--- src/rtl/dout_display.sv ---
// Display driver for the CPU output byte: captures Din on Dval, converts to BCD with a
// sequential double-dabble engine (or passes hex through) and scans a 4-digit 7-seg display.
module dout_display #(
    parameter int unsigned REFRESH_DIV = 50000
) (
    input  logic       Clock,
    input  logic       Reset,
    input  logic [7:0] Din,
    input  logic       Dval,
    input  logic       Mode,
    output logic [6:0] Seg,
    output logic       Dp,
    output logic [3:0] Anode,
    output logic       Busy,
    output logic [7:0] Shown
);

    localparam logic [20:0] RcntMax = 21'(REFRESH_DIV - 1);
    localparam logic [6:0]  SegBlank = 7'b1111111;
    localparam logic [6:0]  SegH     = 7'b0001001;

    typedef enum logic [1:0] {StIdle, StConv, StDone} state_e;

    state_e      state_q, state_d;
    logic [19:0] sr_q, sr_d;
    logic [2:0]  bitcnt_q, bitcnt_d;
    logic        cap_mode_q, cap_mode_d;
    logic [7:0]  cap_q, cap_d;
    logic        busy_q, busy_d;
    logic [7:0]  shown_q, shown_d;
    logic [3:0]  dig2_q, dig2_d, dig1_q, dig1_d, dig0_q, dig0_d;
    logic        disp_mode_q, disp_mode_d;
    logic [20:0] rcnt_q, rcnt_d;
    logic [1:0]  sel_q, sel_d;
    logic [6:0]  seg_q, seg_d;
    logic [3:0]  anode_q, anode_d;
    logic [19:0] sr_adj;

    function automatic logic [3:0] add3(input logic [3:0] nib);
        return (nib >= 4'd5) ? nib + 4'd3 : nib;
    endfunction

    function automatic logic [6:0] seg7(input logic [3:0] nib);
        logic [6:0] s;
        unique case (nib)
            4'h0: s = 7'b1000000;
            4'h1: s = 7'b1111001;
            4'h2: s = 7'b0100100;
            4'h3: s = 7'b0110000;
            4'h4: s = 7'b0011001;
            4'h5: s = 7'b0010010;
            4'h6: s = 7'b0000010;
            4'h7: s = 7'b1111000;
            4'h8: s = 7'b0000000;
            4'h9: s = 7'b0010000;
            4'hA: s = 7'b0001000;
            4'hB: s = 7'b0000011;
            4'hC: s = 7'b1000110;
            4'hD: s = 7'b0100001;
            4'hE: s = 7'b0000110;
            default: s = 7'b0001110;
        endcase
        return s;
    endfunction

    assign sr_adj = {add3(sr_q[19:16]), add3(sr_q[15:12]), add3(sr_q[11:8]), sr_q[7:0]};

    always_comb begin
        state_d     = state_q;
        sr_d        = sr_q;
        bitcnt_d    = bitcnt_q;
        cap_mode_d  = cap_mode_q;
        cap_d       = cap_q;
        busy_d      = busy_q;
        shown_d     = shown_q;
        dig2_d      = dig2_q;
        dig1_d      = dig1_q;
        dig0_d      = dig0_q;
        disp_mode_d = disp_mode_q;
        unique case (state_q)
            StIdle: begin
                if (Dval) begin
                    sr_d       = {12'b0, Din};
                    cap_mode_d = Mode;
                    cap_d      = Din;
                    bitcnt_d   = 3'd0;
                    busy_d     = 1'b1;
                    state_d    = StConv;
                end
            end
            StConv: begin
                sr_d     = {sr_adj[18:0], 1'b0};
                bitcnt_d = bitcnt_q + 3'd1;
                if (bitcnt_q == 3'd7) begin
                    state_d = StDone;
                end
            end
            StDone: begin
                if (cap_mode_q) begin
                    dig2_d = 4'd0;
                    dig1_d = cap_q[7:4];
                    dig0_d = cap_q[3:0];
                end else begin
                    dig2_d = sr_q[19:16];
                    dig1_d = sr_q[15:12];
                    dig0_d = sr_q[11:8];
                end
                shown_d     = cap_q;
                disp_mode_d = cap_mode_q;
                busy_d      = 1'b0;
                state_d     = StIdle;
            end
            default: state_d = StIdle;
        endcase
    end

    always_comb begin
        rcnt_d = rcnt_q + 21'd1;
        sel_d  = sel_q;
        if (rcnt_q == RcntMax) begin
            rcnt_d = 21'd0;
            sel_d  = sel_q + 2'd1;
        end
        anode_d = ~(4'b0001 << sel_q);
        seg_d   = SegBlank;
        if (disp_mode_q) begin
            unique case (sel_q)
                2'd3: seg_d = SegH;
                2'd2: seg_d = SegBlank;
                2'd1: seg_d = seg7(dig1_q);
                default: seg_d = seg7(dig0_q);
            endcase
        end else begin
            // Leading-zero blanking; the ones digit is always lit.
            unique case (sel_q)
                2'd3: seg_d = SegBlank;
                2'd2: seg_d = (dig2_q == 4'd0) ? SegBlank : seg7(dig2_q);
                2'd1: seg_d = (dig2_q == 4'd0 && dig1_q == 4'd0) ? SegBlank : seg7(dig1_q);
                default: seg_d = seg7(dig0_q);
            endcase
        end
    end

    always_ff @(posedge Clock or posedge Reset) begin
        if (Reset) begin
            state_q     <= StIdle;
            sr_q        <= 20'd0;
            bitcnt_q    <= 3'd0;
            cap_mode_q  <= 1'b0;
            cap_q       <= 8'd0;
            busy_q      <= 1'b0;
            shown_q     <= 8'd0;
            dig2_q      <= 4'd0;
            dig1_q      <= 4'd0;
            dig0_q      <= 4'd0;
            disp_mode_q <= 1'b0;
            rcnt_q      <= 21'd0;
            sel_q       <= 2'd0;
            seg_q       <= SegBlank;
            anode_q     <= 4'b1111;
        end else begin
            state_q     <= state_d;
            sr_q        <= sr_d;
            bitcnt_q    <= bitcnt_d;
            cap_mode_q  <= cap_mode_d;
            cap_q       <= cap_d;
            busy_q      <= busy_d;
            shown_q     <= shown_d;
            dig2_q      <= dig2_d;
            dig1_q      <= dig1_d;
            dig0_q      <= dig0_d;
            disp_mode_q <= disp_mode_d;
            rcnt_q      <= rcnt_d;
            sel_q       <= sel_d;
            seg_q       <= seg_d;
            anode_q     <= anode_d;
        end
    end

    assign Seg   = seg_q;
    assign Anode = anode_q;
    assign Busy  = busy_q;
    assign Shown = shown_q;
    assign Dp    = 1'b1;

endmodule

--- config.mk ---
export PLATFORM = sky130hd
export DESIGN_NAME = dout_display
export DESIGN_NICKNAME = d
export VERILOG_FILES = /design/src/rtl/dout_display.sv
export SDC_FILE = /design/constraint.sdc
export NUM_CORES = 1
export LEC_CHECK = 0
export CAP_MARGIN = 20
export CORE_UTILIZATION = 35
export DETAILED_ROUTE_END_ITERATION = 8
export PLACE_DENSITY_LB_ADDON = 0.3
export SLEW_MARGIN = 25
export SYNTH_ARGS = -nofsm -noshare
export SYNTH_HDL_FRONTEND = slang
export SYNTH_SLANG_ARGS = --single-unit
--- constraint.sdc ---
create_clock -name Clock -period 3.9 [get_ports Clock]
set_input_delay 0.78 -clock Clock [delete_from_list [all_inputs] [get_ports Clock]]
set_output_delay 0.78 -clock Clock [all_outputs]
set_load 0.03 [all_outputs]
# Yosys cells after proc, flatten, opt, wreduce, memory -nomap -nowiden
# Memories as Yosys holds them, arrays and structs flattened.
# Index checks and enable logic that the tools add are counted.
[totals] regBits=90 rom_bits=560 in_bits=12 output_inout_bits=21 elab_cells=71 memories=5
[op_classes] addsub=6 magnitude_cmp=3 eq_ne=9 n_shift=1 mux=21 bitwise_logic=1 n_reduce_logical=10
[mem_list] memory="(name not given)" depth=16 word_bits=7 rd=1 rd_clocked_by_memory_dff=0 wr=0 line="45" rtl="unique case (nib)"
[mem_list] memory="(name not given)" depth=16 word_bits=7 rd=1 rd_clocked_by_memory_dff=0 wr=0 line="45"
[mem_list] memory="(name not given)" depth=16 word_bits=7 rd=1 rd_clocked_by_memory_dff=0 wr=0 line="45"
[mem_list] memory="(name not given)" depth=16 word_bits=7 rd=1 rd_clocked_by_memory_dff=0 wr=0 line="45"
[mem_list] memory="(name not given)" depth=16 word_bits=7 rd=1 rd_clocked_by_memory_dff=0 wr=0 line="45"
[ops] op="$pmux W7 S3" n=2
[ops] op="$pmux W20 S2" n=1
[ops] op="$add A21 B1 Y21 const B" n=1
[ops] op="$eq A21 B16 Y1 const B" n=1
[ops] op="$mux W21" n=1
[ops] op="$mux W7" n=3
[ops] op="$mux W20" n=1
[ops] op="$mux W4" n=5
[ops] op="$ge A4 B3 Y1 const B" n=3
[ops] op="$add A4 B2 Y4 const B" n=2
[ops] op="$logic_not A4 Y1" n=2
[ops] op="$reduce_and A2 Y1" n=4
[ops] op="$eq A2 B2 Y1 const B" n=3
[ops] op="$mux W3" n=2
[ops] op="$pmux W3 S2" n=1
[ops] op="$eq A2 B1 Y1 const B" n=2
[ops] op="$mux W2" n=2
[ops] op="$ne A2 B2 Y1 const B" n=2
[ops] op="$not A4 Y4" n=1
[ops] op="$pmux W2 S2" n=1
[ops] op="$reduce_bool A2 Y1" n=2
[ops] op="$shl A1 B2 Y4 const A" n=1
[ops] op="$add A3 B1 Y3 const B" n=1
[ops] op="$add A3 B2 Y3 const B" n=1
[ops] op="other kinds (6)" n=6

# Logic depth before layout (Yosys ltp)
[logic_depth] depth_word=5 ltp_mapped=8 ltp_nobuf=7

# Least setup slack after synthesis
# No wires, ideal clock.
[synth_timing] path_type="input to register" startpoint="input Dval" endpoint="register sr_q[10]" setup_time_ps=138 arrival_ps=1712 required_time_ps=3762 slack_ps=2050 cell_stages=5 path_buffers=2 path_cell_list="nor2b_1 > nor2b_1 > buf_2 > clkbuf_1 > o22ai_1"
[synth_via] elab_chain_len=2
[synth_lines] item="start: declaration" line="9" rtl="input logic Dval,"
[synth_lines] item="$ne A2 B2 Y1 (no line)"
[synth_lines] item="$reduce_and A2 Y1 (no line)"
[synth_lines] item="end signal: assignment" line="163" rtl="sr_q <= sr_d;"
[synth_lines] item="end: declaration" line="25" rtl="logic [19:0] sr_q, sr_d;"
# No other way between the ends.
# A chain may end at the register's enable or synchronous reset.

# Worst setup path after layout
[layout_timing] startpoint="input Dval" endpoint="register cap_q[5]"
[layout_via] elab_chain_len=1
[layout_lines] item="$reduce_and A2 Y1 (no line)"
[layout_lines] item="end signal: assignment" line="166" rtl="cap_q <= cap_d;"
[layout_lines] item="end: declaration" line="28" rtl="logic [7:0] cap_q, cap_d;"
# No other way between the ends.

==> flow_metrics.py <==
metrics = {
    "synthesis": {
        "netlist.area_leader.share_pct": 40.7,
        "yosys_warnings": 0,
        "synth-seq-cells": 90,
        "ys_seq_area_share_pct": 46.7,
        "syn_area_per_cell_sq_um": 10.2,
        "syn_nets": 523,
        "ys_types": 57,
        "synthArstFlopShare_pct": 100,
        "synth-edff-count": 0,
        "synth-main-ff-cell": "dfrtp_1",
        "synth_area_leaders": "dfrtp_1 (41%), ha_1 (8.8%), dfstp_2 (6.0%)",
        "yosysTopAreaCell": "dfrtp_1",
        "netlist_area_sq_mm": 0.00485,
        "synthCells": 477,
    },
    "grt": {
        "overflow": 0,
        "grt_max_degree": 47,
        "antenna_found_initial": 0,
        "grt_pass1_vias": 3271,
        "gr-usage-all-layers_pct": 13.7,
        "grt_pass1_wl_microns": 15700,
    },
    "cts": {
        "cts_setup_buffers": 0,
        "ctsResizeCount": 0,
        "root_buffer": "clkbuf_16",
        "cts_tree": "built",
        "cts_max_level": 3,
        "cts_buffers": 9,
        "cts_buffer_depth": 2,
        "holdBufCountCts": 0,
        "clkSinkCount": 90,
        "clkTransAtPathRegs_ns": 0.06,
        "clkLatencyLatePin_ns": 0.34,
    },
    "floorplan": {
        "die_h_microns": 120,
        "coreArea_sq_mm": 0.0134,
        "io_pins": 33,
        "start_util_pct": 36.2,
        "rows": 42,
        "die_x_microns": 120,
        "die-area_sq_mm": 0.0143,
    },
    "setup_path": {
        "path_max_fanout": 16,
        "arrival_ns": 2.64,
        "crit_type": "in2reg",
        "start_kind": "input port",
        "endpoint_kind": "flip-flop",
        "rrSetupSlack_ns": 1.71,
        "critPathRequiredTime_ns": 4.12,
    },
    "placement": {
        "dp_hpwl_microns": 6510,
        "placedCellCount": 663,
        "gp_congestion": 0.810,
        "portBuffers": 31,
    },
    "sta": {
        "relSlewSlack_pct": 36.6,
        "setup-tns-final_ns": 0,
        "period_share_pct": 62.0,
        "fmax_mhz": 414,
        "final.min_clock_period_ns": 2.42,
        "maxSlewViolCount": 0,
        "setup_viol": 0,
        "worst_slew_pin_slew_ns": 0.945,
        "finClkSkew_ns": 0.00976,
        "hold_viol": 0,
        "rsz0062_at_grt": "false",
    },
    "finish": {
        "final_common_cell": "dfrtp_1",
        "diodes": 0,
        "final_nets": 544,
        "nFillCells": 1324,
        "area_growth_pct": 14.8,
        "drive_gt1_share_pct": 12.5,
        "instances_no_fill": 678,
        "final_cell_mix": "dfrtp_1 (79), nand2_1 (68), ha_1 (34)",
    },
    "power": {
        "p_leak_nw": 2.44,
        "power_density_mw_per_mm2": 708,
        "ir_drop_mv": 0.469,
    },
    "drt": {
        "wl_met2_microns": 4190,
        "drt_wl_total_microns": 9070,
        "wl_per_cell_microns": 13.4,
        "drc_errors": 0,
        "wl_met1_microns": 4490,
        "drt_iter0_markers": 131,
        "dr.pass1.iters": 6,
        "highest_layer": "met4",
        "num_vias": 3349,
        "ant_nets": 0,
        "vias_per_cell": 4.94,
        "dr_wl_met3_microns": 312,
    },
    "status": {
        "status": "finished, final reports clean",
    },
    "run": {
        "maxCapViolCount": 0,
    },
    "hold_path": {
        "hold_class": "reg2reg",
    },
}
-- layer usage --
layer  GRT usage, %  vias to the layer above
met5              0                        -
met4           3.67                        0
met3           3.85                        5
met2           21.1                       45
met1           18.7                     1621
li1               -                     1678
-- final cells by class --
| class | instances | area [sq um] | share of cell area (%) |
|---|---|---|---|
| clock buffer | 10 | 229 | 4.11 |
| clock inverter | 5 | 41.3 | 0.741 |
| inverter | 28 | 106 | 1.91 |
| sequential | 90 | 2270 | 40.7 |
| tap | 176 | 220 | 3.95 |
| timing repair buffer | 36 | 348 | 6.24 |
| multi-input combinational | 333 | 2360 | 42.4 |
-- through the flow --
stage / utilization [%] / cell area, sq um / power (mW) / hold slack (ns) / worst slack [ns]
floorplan: - / 4850 / 2.72 / 0.424 / 0.803
detailed placement: 39.6 / 5300 / 3.19 / 0.456 / 1.13
finish: 41.6 / 5570 / 3.94 / 0.467 / 1.48
CTS: 41.6 / 5570 / 3.99 / 0.470 / 1.49
global route: 41.6 / 5570 / 4.26 / 0.492 / 1.32
global placement: 39.6 / 5300 / 3.13 / 0.436 / 1.19
-- flip-flops by register name, indices dropped and copies added (netlist names), 7 cells and up --
register,flops
Shown,8
rcnt_q,21
Seg,7
sr_q,20
cap_q,8
-- worst max-delay path, stage by stage --
cell,delay (ns)
clkdlybuf4s50_1,0.44
nor2b_1,0.15
nor2b_2,0.56
buf_4,0.34
mux2_2,0.36
-- power by group --
group	switching [mW]	total (mW)	internal, mW
Clock	0.360	0.794	0.434
Sequential	0.345	1.60	1.25
Combinational	0.816	1.56	0.739
Total	1.52	3.94	2.42
-- final timing paths --
| kind | from | end | cells after the start |
|---|---|---|---|
| max | Dval | cap_q[5] | 5 |
| min | sr_q[7] | sr_q[7] | 2 |
| max reg2reg | rcnt_q[0] | rcnt_q[18] | 6 |
| min reg2reg | sr_q[7] | sr_q[7] | 2 |
| max in group asynchronous | Reset | bitcnt_q[1] | 3 |
| min in group asynchronous | Reset | Shown[2] | 2 |
-- Yosys cell counts, drive strengths merged (10+ instances only) --
| master | count |
|---|---|
| nor2 | 25 |
| o21ai | 31 |
| nand2 | 68 |
| nand3 | 10 |
| nor3 | 11 |
| a21oi | 10 |
| xnor2 | 12 |
| dfrtp | 79 |
| mux2i | 15 |
| ha | 34 |
| nand2b | 10 |
| mux2 | 20 |
| xor2 | 11 |
| dfstp | 11 |
| clkbuf | 17 |
| inv | 28 |
-- cell families (layout without fill, tap and decap cells) --
kind of cell	Yosys count	in the layout	share of synthesized area, %
buffers and inverters	54	79	4.72
AO/OA/AOI/OAI	83	83	10.9
other	1	1	0.0773
adder cells (fa/ha/maj)	34	34	8.77
AND/OR/NAND/NOR	154	154	15.6
multiplexers	38	38	9.13
XOR/XNOR	23	23	4.15
flip-flops	90	90	46.7
No activity file was read; power rests on OpenSTA's default activity.
